**src/rtl/credit_tracker_pkg.sv**
```systemverilog
// credit_tracker_pkg: shared credit-count type for rename/dispatch consumers
package credit_tracker_pkg;
  localparam int NUM_ENTRIES_DEF = 32;
  localparam int CW_DEF = $clog2(NUM_ENTRIES_DEF) + 1;
  typedef logic [CW_DEF-1:0] credit_t;
endpackage

```
**src/rtl/credit_tracker_popcnt.sv**
```systemverilog
// PopCnt: population count of a SIZE-bit vector (in -> cnt, cnt is $clog2(SIZE)+1 bits)
module PopCnt #(
  parameter int SIZE = 32,
  localparam int W = $clog2(SIZE) + 1
) (
  input  logic [SIZE-1:0] in,
  output logic [W-1:0]    cnt
);
  always_comb begin
    cnt = '0;
    for (int i = 0; i < SIZE; i++) cnt = cnt + W'(in[i]);
  end
endmodule

```
**src/rtl/credit_tracker.sv**
```systemverilog
// credit_tracker: free-credit counter with pipelined releases, alloc handshake and sticky over-release error (clk, rst, IN_flush, IN_allocValid, OUT_allocReady, IN_freeMask, OUT_freeCnt, OUT_err)
module credit_tracker
  import credit_tracker_pkg::*;
#(
  parameter int NUM_ENTRIES = 32,
  parameter int ALLOC_WIDTH = 4,
  localparam int CW = $clog2(NUM_ENTRIES) + 1
) (
  input  logic                   clk,
  input  logic                   rst,
  input  logic                   IN_flush,
  input  logic [ALLOC_WIDTH-1:0] IN_allocValid,
  output logic                   OUT_allocReady,
  input  logic [NUM_ENTRIES-1:0] IN_freeMask,
  output logic [CW-1:0]          OUT_freeCnt,
  output logic                   OUT_err
);
  localparam int AW = $clog2(ALLOC_WIDTH) + 1;
  localparam int SW = CW + 1;
  logic [CW-1:0] free_cnt, free_pend, free_pop;
  logic [AW-1:0] alloc_pop;
  logic [SW-1:0] sum;
  logic over;
  PopCnt #(.SIZE(NUM_ENTRIES)) u_free_pop (.in(IN_freeMask), .cnt(free_pop));
  PopCnt #(.SIZE(ALLOC_WIDTH)) u_alloc_pop (.in(IN_allocValid), .cnt(alloc_pop));
  assign OUT_allocReady = (free_cnt >= CW'(ALLOC_WIDTH)) && !IN_flush;
  // one extra bit so an over-release is seen before it wraps
  assign sum = {1'b0, free_cnt} - (OUT_allocReady ? SW'(alloc_pop) : '0) + {1'b0, free_pend};
  assign over = sum > SW'(NUM_ENTRIES);
  assign OUT_freeCnt = free_cnt;
  always_ff @(posedge clk) begin
    if (rst) begin
      free_cnt  <= CW'(NUM_ENTRIES);
      free_pend <= '0;
      OUT_err   <= 1'b0;
    end else if (IN_flush) begin
      free_cnt  <= CW'(NUM_ENTRIES);
      free_pend <= '0;
    end else begin
      free_cnt  <= over ? CW'(NUM_ENTRIES) : sum[CW-1:0];
      free_pend <= free_pop;
      OUT_err   <= OUT_err | over;
    end
  end
  a_no_underflow: assert property (@(posedge clk) disable iff (rst)
    OUT_allocReady |-> free_cnt >= CW'(alloc_pop));
endmodule
```
**config.mk**
```make
export PLATFORM = sky130hd
export DESIGN_NAME = credit_tracker
export DESIGN_NICKNAME = d
export VERILOG_FILES = /design/src/rtl/credit_tracker_pkg.sv /design/src/rtl/credit_tracker_popcnt.sv /design/src/rtl/credit_tracker.sv
export SDC_FILE = /design/constraint.sdc
export NUM_CORES = 1
export LEC_CHECK = 0
export CAP_MARGIN = 20
export CORE_MARGIN = 2
export CORE_UTILIZATION = 30
export DETAILED_ROUTE_END_ITERATION = 8
export HOLD_SLACK_MARGIN = 0.06
export REMOVE_ABC_BUFFERS = 1
export SETUP_SLACK_MARGIN = 0.15
export SYNTH_ARGS = -nofsm -noshare
export SYNTH_HDL_FRONTEND = slang
export SYNTH_SLANG_ARGS = --single-unit
export TNS_END_PERCENT = 30
```
**constraint.sdc**
```tcl
create_clock -name clk -period 7.61 [get_ports clk]
set_input_delay 2.283 -clock clk [delete_from_list [all_inputs] [get_ports clk]]
set_output_delay 2.283 -clock clk [all_outputs]
set_load 0.03 [all_outputs]
```
# Word-level counts from Yosys, hierarchy flattened
# Index checks and enable logic that the tools add are counted.
# word_totals
ff_bits,13
output_inout_bits,8
# op_classes
order_cmp,2
bitwise_logic,1
reduce_logical,4
addsub,36
n_mux,1
# op_table
cell,n
6-bit by 1-bit adder with 6-bit output,30
7-bit by 6-bit adder with 7-bit output,1
7-bit by 6-bit > comparator with 1-bit output (second input constant),1
6-bit by 3-bit subtractor with 7-bit output,1
3-bit by 1-bit adder with 3-bit output,2
6-bit by 3-bit >= comparator with 1-bit output (second input constant),1
1-bit by 1-bit adder with 2-bit output,2
3-bit two-way mux,1
3-bit OR reduction,1
2-bit OR reduction,1
1-bit logical AND,1
1-bit zero test,1
1-bit OR,1

# Longest topological paths before layout
# Gate-level depths: netlist of run 1.
# logic_depth
depth_word,31
depth_mapped,18

# Hierarchy
# Synthesis of run 1 repeated with hierarchy kept, for this count alone.
# hier_totals
hier_cells,180
area_unflattened_um2,1710.4
# modules_own_cells
mod,instances,area_per_inst_um2,cells_each
credit_tracker,1,888.4,99
PopCnt (u_free_pop),1,758.2,73
PopCnt (u_alloc_pop),1,63.8,8

# Least setup slack after synthesis of run 1
# OpenSTA, ideal clock, no wires.
# synth_path
kind,input to register
from,input port IN_freeMask[0]
to,register free_pend[4]
stages,15
slack_ns,0.863
required_ns,7.486
t_arrival_ns,6.623
setup_ns,0.124
n_path_buf,0
path_cell_list,ha_1 -> inv_1 -> fa_1 -> fa_1 -> fa_1 -> fa_1 -> fa_1 -> fa_1 -> fa_1 -> fa_1 -> inv_1 -> a21o_1 -> a21oi_1 -> xor2_1 -> nor2_1
# synth_via
elab_chain_cells,31
# synth_lines
item,line,text
start: declaration,credit_tracker.sv:14,"input logic [NUM_ENTRIES-1:0] IN_freeMask,"
1-bit by 1-bit adder with 2-bit output,credit_tracker_popcnt.sv:11,for (int i = 0; i < SIZE; i++) cnt = cnt + W'(in[i]);
6-bit by 1-bit adder with 6-bit output (30 in a row),credit_tracker_popcnt.sv:11,
end signal: assignment,credit_tracker.sv:41,free_pend <= free_pop;
end: declaration,credit_tracker.sv:20,"logic [CW-1:0] free_cnt, free_pend, free_pop;"
# Every way passes these cells.
# A chain may end at the register's enable or synchronous reset.

# Final worst setup path of run 1
# Ends and elaborated chain as after synthesis.

==> flow_summary.ini, run 1 <==
[run_status]
outcome = completed

[floorplan]
die-area_um2 = 6510
start_util = 0.315
io_pins = 47
core_um2 = 5610
die_y_um = 80.7
die_w_um = 80.7
rows = 27

[min_path]
min_to = OUT_err
hold_class = register to register
whs_path_depth = 1
holdCritStartpoint = OUT_err

[global_route]
overflow = 0
grt_pass1_vias = 1269
grt_pass1_wl_um = 5370
grt_start_max_net_pins = 9
antenna_found_initial = 0
grtUsageTotal = 0.102

[logic_synthesis]
syn_inst = 197
yosysWarnings = 0
netlist.area_leader.share = 0.318
synth_seq_cells = 13
synth_cell_types = 36
synth_ff_type = dfxtp_1
ys_top_cells_by_count = inv_1 (75), fa_1 (28), ha_1 (20), dfxtp_1 (13), nor2_1 (13)
synth_top_cells_by_area = fa_1 (32%), inv_1 (16%), dfxtp_1 (15%)
synth_edf_count = 0
synth_top_area_cell = fa_1
synth_area_um2 = 1760
avgSynthCellArea_um2 = 8.96
async_flop_share = 0
yosysMostFrequentCell = inv_1
synth_seq_area_share = 0.148

[sta]
fin_skew_ps = 0.439
setup_viol = 0
tightestPinTransition_ps = 464
fin_tns_setup_ps = 0
max_freq_mhz = 142
slew_headroom = 0.688
post-route-period-util = 0.927
min_period_ps = 7060
drv_slew = 0
rsz0062_at_grt = no
worst_hold_slack_ps = 516
hold_violations = 0

[cts]
htree_levels = 1
clk_latency_ps = 240
cts_buffers = 3
clk_pin_slew_ps = 60
clkSinkCount = 13
cts_root_buffer = clkbuf_8
hold_buffers = 0
post-cts-setup-buffers = 0
cts_resized = 0
cts_tree = yes
max-clock-path-buffers = 2

[detailed_routing]
top_layer = met4
wl_per_cell_um = 9.22
first_iter_violations = 17
postRouteWirelength_um = 2930
routed-wl-met3_um = 182
first_pass_iters = 4
vias_per_cell = 4.13
via_count = 1312
wl_met1_um = 1300
met2WireLength_um = 1450
postRouteAntennaNets = 0
drc = 0

[finish]
fillers = 594
area_growth_pct = 33.5
diodes = 0
final_core_util = 0.420
final_nets = 334
drive_above_1_share = 0.0569
fin_cells = 318

[placement]
place_congestion = 0.825
dp_hpwl_um = 2690
place_inst = 314
io_buffers = 46

[critical_path]
worst_setup_path_end_kind = register
r2r-end = OUT_err
path_class = input port to register
worstReg2RegStart = OUT_freeCnt[5]
crit_required_ps = 7750
worstRegToRegCells = 10
crit_fanout = 2
cp.arrival_ps = 7190
reg2reg_setup_slack_ps = 4280
start_kind = input port

[power_and_ir_drop]
ir_worst_vdd_uv = 206
p_int_uw = 575
clock_power_share = 0.056
finalPower_mw = 1.13
power.density_nw_per_um2 = 478
p_comb_frac = 0.847
p_seq_frac = 0.097
sw_frac_of_total = 0.489
switching_power_uw = 550
leakage_nw = 1.17

[job]
cap_violations = 0
flip-flops by register name, indices dropped and copies added, names as in the netlist:
| register | flops |
|---|---|
| OUT_err | 1 |
| free_pend | 6 |
| OUT_freeCnt | 6 |
through the flow:
step           area, um2  setup slack (ps)
2_1_floorplan       1760               871
6_report            2360               552
3_3_place_gp        2310               334
4_1_cts             2360               510
3_5_place_dp        2310               244
5_1_grt             2360               341
power by group through the flow:
stage                     registers, mW  logic, mW  clock network [mW]
after floorplan                   0.136      0.744                   0
after global placement            0.112      0.952                   0
after detailed placement          0.111      0.958                   0
after CTS                         0.110      0.969              0.0657
after global routing              0.113       1.11              0.0709
final                             0.109      0.953              0.0632
worst max-delay path by stage:
| stage | startpoint | to | slack [ps] | cells past startpoint |
|---|---|---|---|---|
| after floorplan | IN_freeMask[0] | free_pend[4] | 870 | 15 |
| after CTS | IN_freeMask[0] | free_pend[4] | 510 | 16 |
| after global routing | IN_freeMask[0] | free_pend[4] | 340 | 16 |
| after detailed placement | IN_freeMask[0] | free_pend[4] | 240 | 16 |
| after global placement | IN_freeMask[0] | free_pend[4] | 330 | 16 |
| final | IN_freeMask[0] | free_pend[4] | 550 | 16 |
routing by layer:
metal | global-route usage | vias up
met3 | 0.0303 | 2
met5 | 0 | -
li1 | - | 674
met4 | 0.00508 | 0
met2 | 0.171 | 26
met1 | 0.137 | 610
critical path, cell delays in order:
cell and delay [ps]:
clkdlybuf4s50_1 400, ha_1 280, inv_1 70, fa_1 440
fa_1 500, fa_1 550, fa_1 440, fa_1 540
fa_1 430, fa_1 420, fa_1 410, inv_1 70
a21o_1 100, a21oi_1 70, xor2_1 130, nor2_1 50
final cells by class:
cell class,count,area (um2),area share
well taps,72,90.1,0.0382
flip-flops and latches,13,260,0.110
multi-input cells,108,1220,0.517
inverters,75,282,0.119
repair buffers,46,460,0.195
clock buffers,4,45.0,0.0191
logic make-up after synthesis:
kind of cell | synth area share
simple gates | 0.128
compound gates | 0.0730
flops | 0.148
xor+xnor | 0.0298
fa+ha+maj | 0.460
buf+inv | 0.162
cell usage in the layout, fill, tap and decap left out, drive strengths merged, types with 2 or more instances in the layout:
cell type and instances:
a211oi 2, a21oi 5, and2 2, clkbuf 4, clkdlybuf4s50 46, dfxtp 13
fa 28, ha 20, inv 75, nor2 13, nor2b 3, nor3 3
nor3b 4, o21ai 4, o31a 2, or2 2, xor2 5
Power figures use the tool's default switching activity.
==> run 2: changes to the inputs <==
--- a/config.mk
+++ b/config.mk
@@ -7,9 +7,10 @@
 export LEC_CHECK = 0
 export CAP_MARGIN = 20
 export CORE_MARGIN = 2
-export CORE_UTILIZATION = 30
+export CORE_UTILIZATION = 49
 export DETAILED_ROUTE_END_ITERATION = 8
 export HOLD_SLACK_MARGIN = 0.06
+export PLACE_DENSITY = 0.81
 export REMOVE_ABC_BUFFERS = 1
 export SETUP_SLACK_MARGIN = 0.15
 export SYNTH_ARGS = -nofsm -noshare
==> run 2 against run 1 <==
  * Register-to-register slack lost 20 ps
  * Non-clock buffer count did not move
  * Hold slack barely moved
  * Sequential power barely moved
  * Global-route usage increased by 7.7 points
  * Clock power shrank 28%
  * Utilization is 26 points higher
  * Count of clock-buffer cells in the layout unchanged
  * Final cell count is 8.2% lower
  * Critical path type unchanged
==> flow_summary.ini, run 2 (synthesis gave the netlist of run 1 again) <==
[global_route]
grt_pass1_vias = 1371
grt.busiest_layer = met2
antenna_found_initial = 0
overflow = 0
use_met1 = 0.227
grt_pass1_wl_um = 5690
grt_util_met2 = 0.314
grtUsageMet3 = 0.0264
grt_start_max_net_pins = 9
grtUsageTotal = 0.179

[cts]
htree_levels = 1
post-cts-setup-buffers = 0
cts_root_buffer = clkbuf_4
clk_latency_ps = 290
clkSinkCount = 13
cts_buffers = 3
hold_buffers = 0
clk_pin_slew_ps = 90
cts_tree = yes
cts_resized = 0
max-clock-path-buffers = 2

[sta]
min_period_ps = 6970
fin_tns_setup_ps = 0
rsz0062_at_grt = no
post-route-period-util = 0.916
tightestPinTransition_ps = 439
fin_skew_ps = 5.92
max_freq_mhz = 143
setup_viol = 0
slew_headroom = 0.705
drv_slew = 0
hold_violations = 0

[finish]
final_nets = 334
fillers = 261
area_growth_pct = 30.6
drive_above_1_share = 0.0569
final_common_cell = inv_1
final_cell_mix = inv_1 (75), clkdlybuf4s50_1 (46), fa_1 (28), ha_1 (20)
final_core_util = 0.680
diodes = 0

[floorplan]
die_y_um = 64.0
start_util = 0.520
rows = 21
die-area_um2 = 4100
core_um2 = 3390
io_pins = 47
die_w_um = 64.0

[detailed_routing]
postRouteWirelength_um = 3180
vias_per_cell = 4.60
first_pass_iters = 4
via_count = 1344
wl_per_cell_um = 10.9
first_iter_violations = 35
postRouteAntennaNets = 0
drc = 0

[placement]
dp_hpwl_um = 2900
io_buffers = 46
place_congestion = 0.861

[critical_path]
cp.arrival_ps = 7160
crit_required_ps = 7800
worst_setup_path_end_kind = register
start_kind = input port
path_class = input port to register
crit_fanout = 2

[power_and_ir_drop]
sw_frac_of_total = 0.503
clock_power_share = 0.040
p_int_uw = 564
p_seq_frac = 0.096
leakage_nw = 1.16
ir_worst_vdd_uv = 296
switching_power_uw = 571
p_comb_frac = 0.864
power.density_nw_per_um2 = 493

[job]
cap_violations = 0

[min_path]
hold_class = register to register

[run_status]
outcome = completed
-- run 2: cell count changes in the layout (fill, tap and decap cells not counted) --
cell | before | now
clkbuf_8 | 3 | 0
clkbuf_4 | 0 | 3
-- run 2: power by group through the flow --
stage | clock network (mW) | logic (mW) | registers, mW
6_report | 0.0457 | 0.981 | 0.109
5_1_grt | 0.0497 | 1.14 | 0.112
4_1_cts | 0.0475 | 0.991 | 0.109
3_5_place_dp | 0 | 0.984 | 0.111
3_3_place_gp | 0 | 0.947 | 0.110
2_1_floorplan | 0 | 0.744 | 0.136
-- run 2: layer usage --
metal  up-vias  wire length [um]
li1        675                 -
met1       631              1320
met2        32              1670
met3         6               149
met4         0                44
met5         -                 0
-- run 2: worst max-delay path, stage by stage --
cell and delay (ps):
clkdlybuf4s50_1 400, ha_1 290, inv_1 70, fa_1 430
fa_1 490, fa_1 550, fa_1 440, fa_1 530
fa_1 420, fa_1 420, fa_1 410, inv_1 70
a21o_1 110, a21oi_1 70, xor2_1 130, nor2_1 50
-- run 2: path summary, 6_finish.rpt --
kind | from | endpoint | slack (ps) | cells past startpoint
worst max-delay path | IN_freeMask[0] | free_pend[4] | 640 | 16
worst min-delay path | OUT_err | OUT_err | 520 | 1
worst max register to register | OUT_freeCnt[5] | OUT_err | 4260 | 10
worst min register to register | OUT_err | OUT_err | 520 | 1
-- run 2: layout make-up --
type                       instances  area [um2]  area share
multi-input combinational        108        1220       0.529
timing repair buffer              46         460       0.200
inverter                          75         282       0.122
sequential                        13         260       0.113
tap                               46        57.6      0.0250
clock buffer                       4        26.3      0.0114
-- run 2: per-stage QoR --
stage | total power, mW | hold WS, ps | cells | cell area [um2] | setup slack (ps)
2_1_floorplan | 0.880 | 662 | 196 | 1760 | 871
3_3_place_gp | 1.06 | 492 | 288 | 2280 | 346
3_5_place_dp | 1.09 | 494 | 288 | 2280 | 288
4_1_cts | 1.15 | 515 | 292 | 2300 | 605
5_1_grt | 1.30 | 556 | 292 | 2300 | 372
6_report | 1.14 | 516 | 292 | 2300 | 638
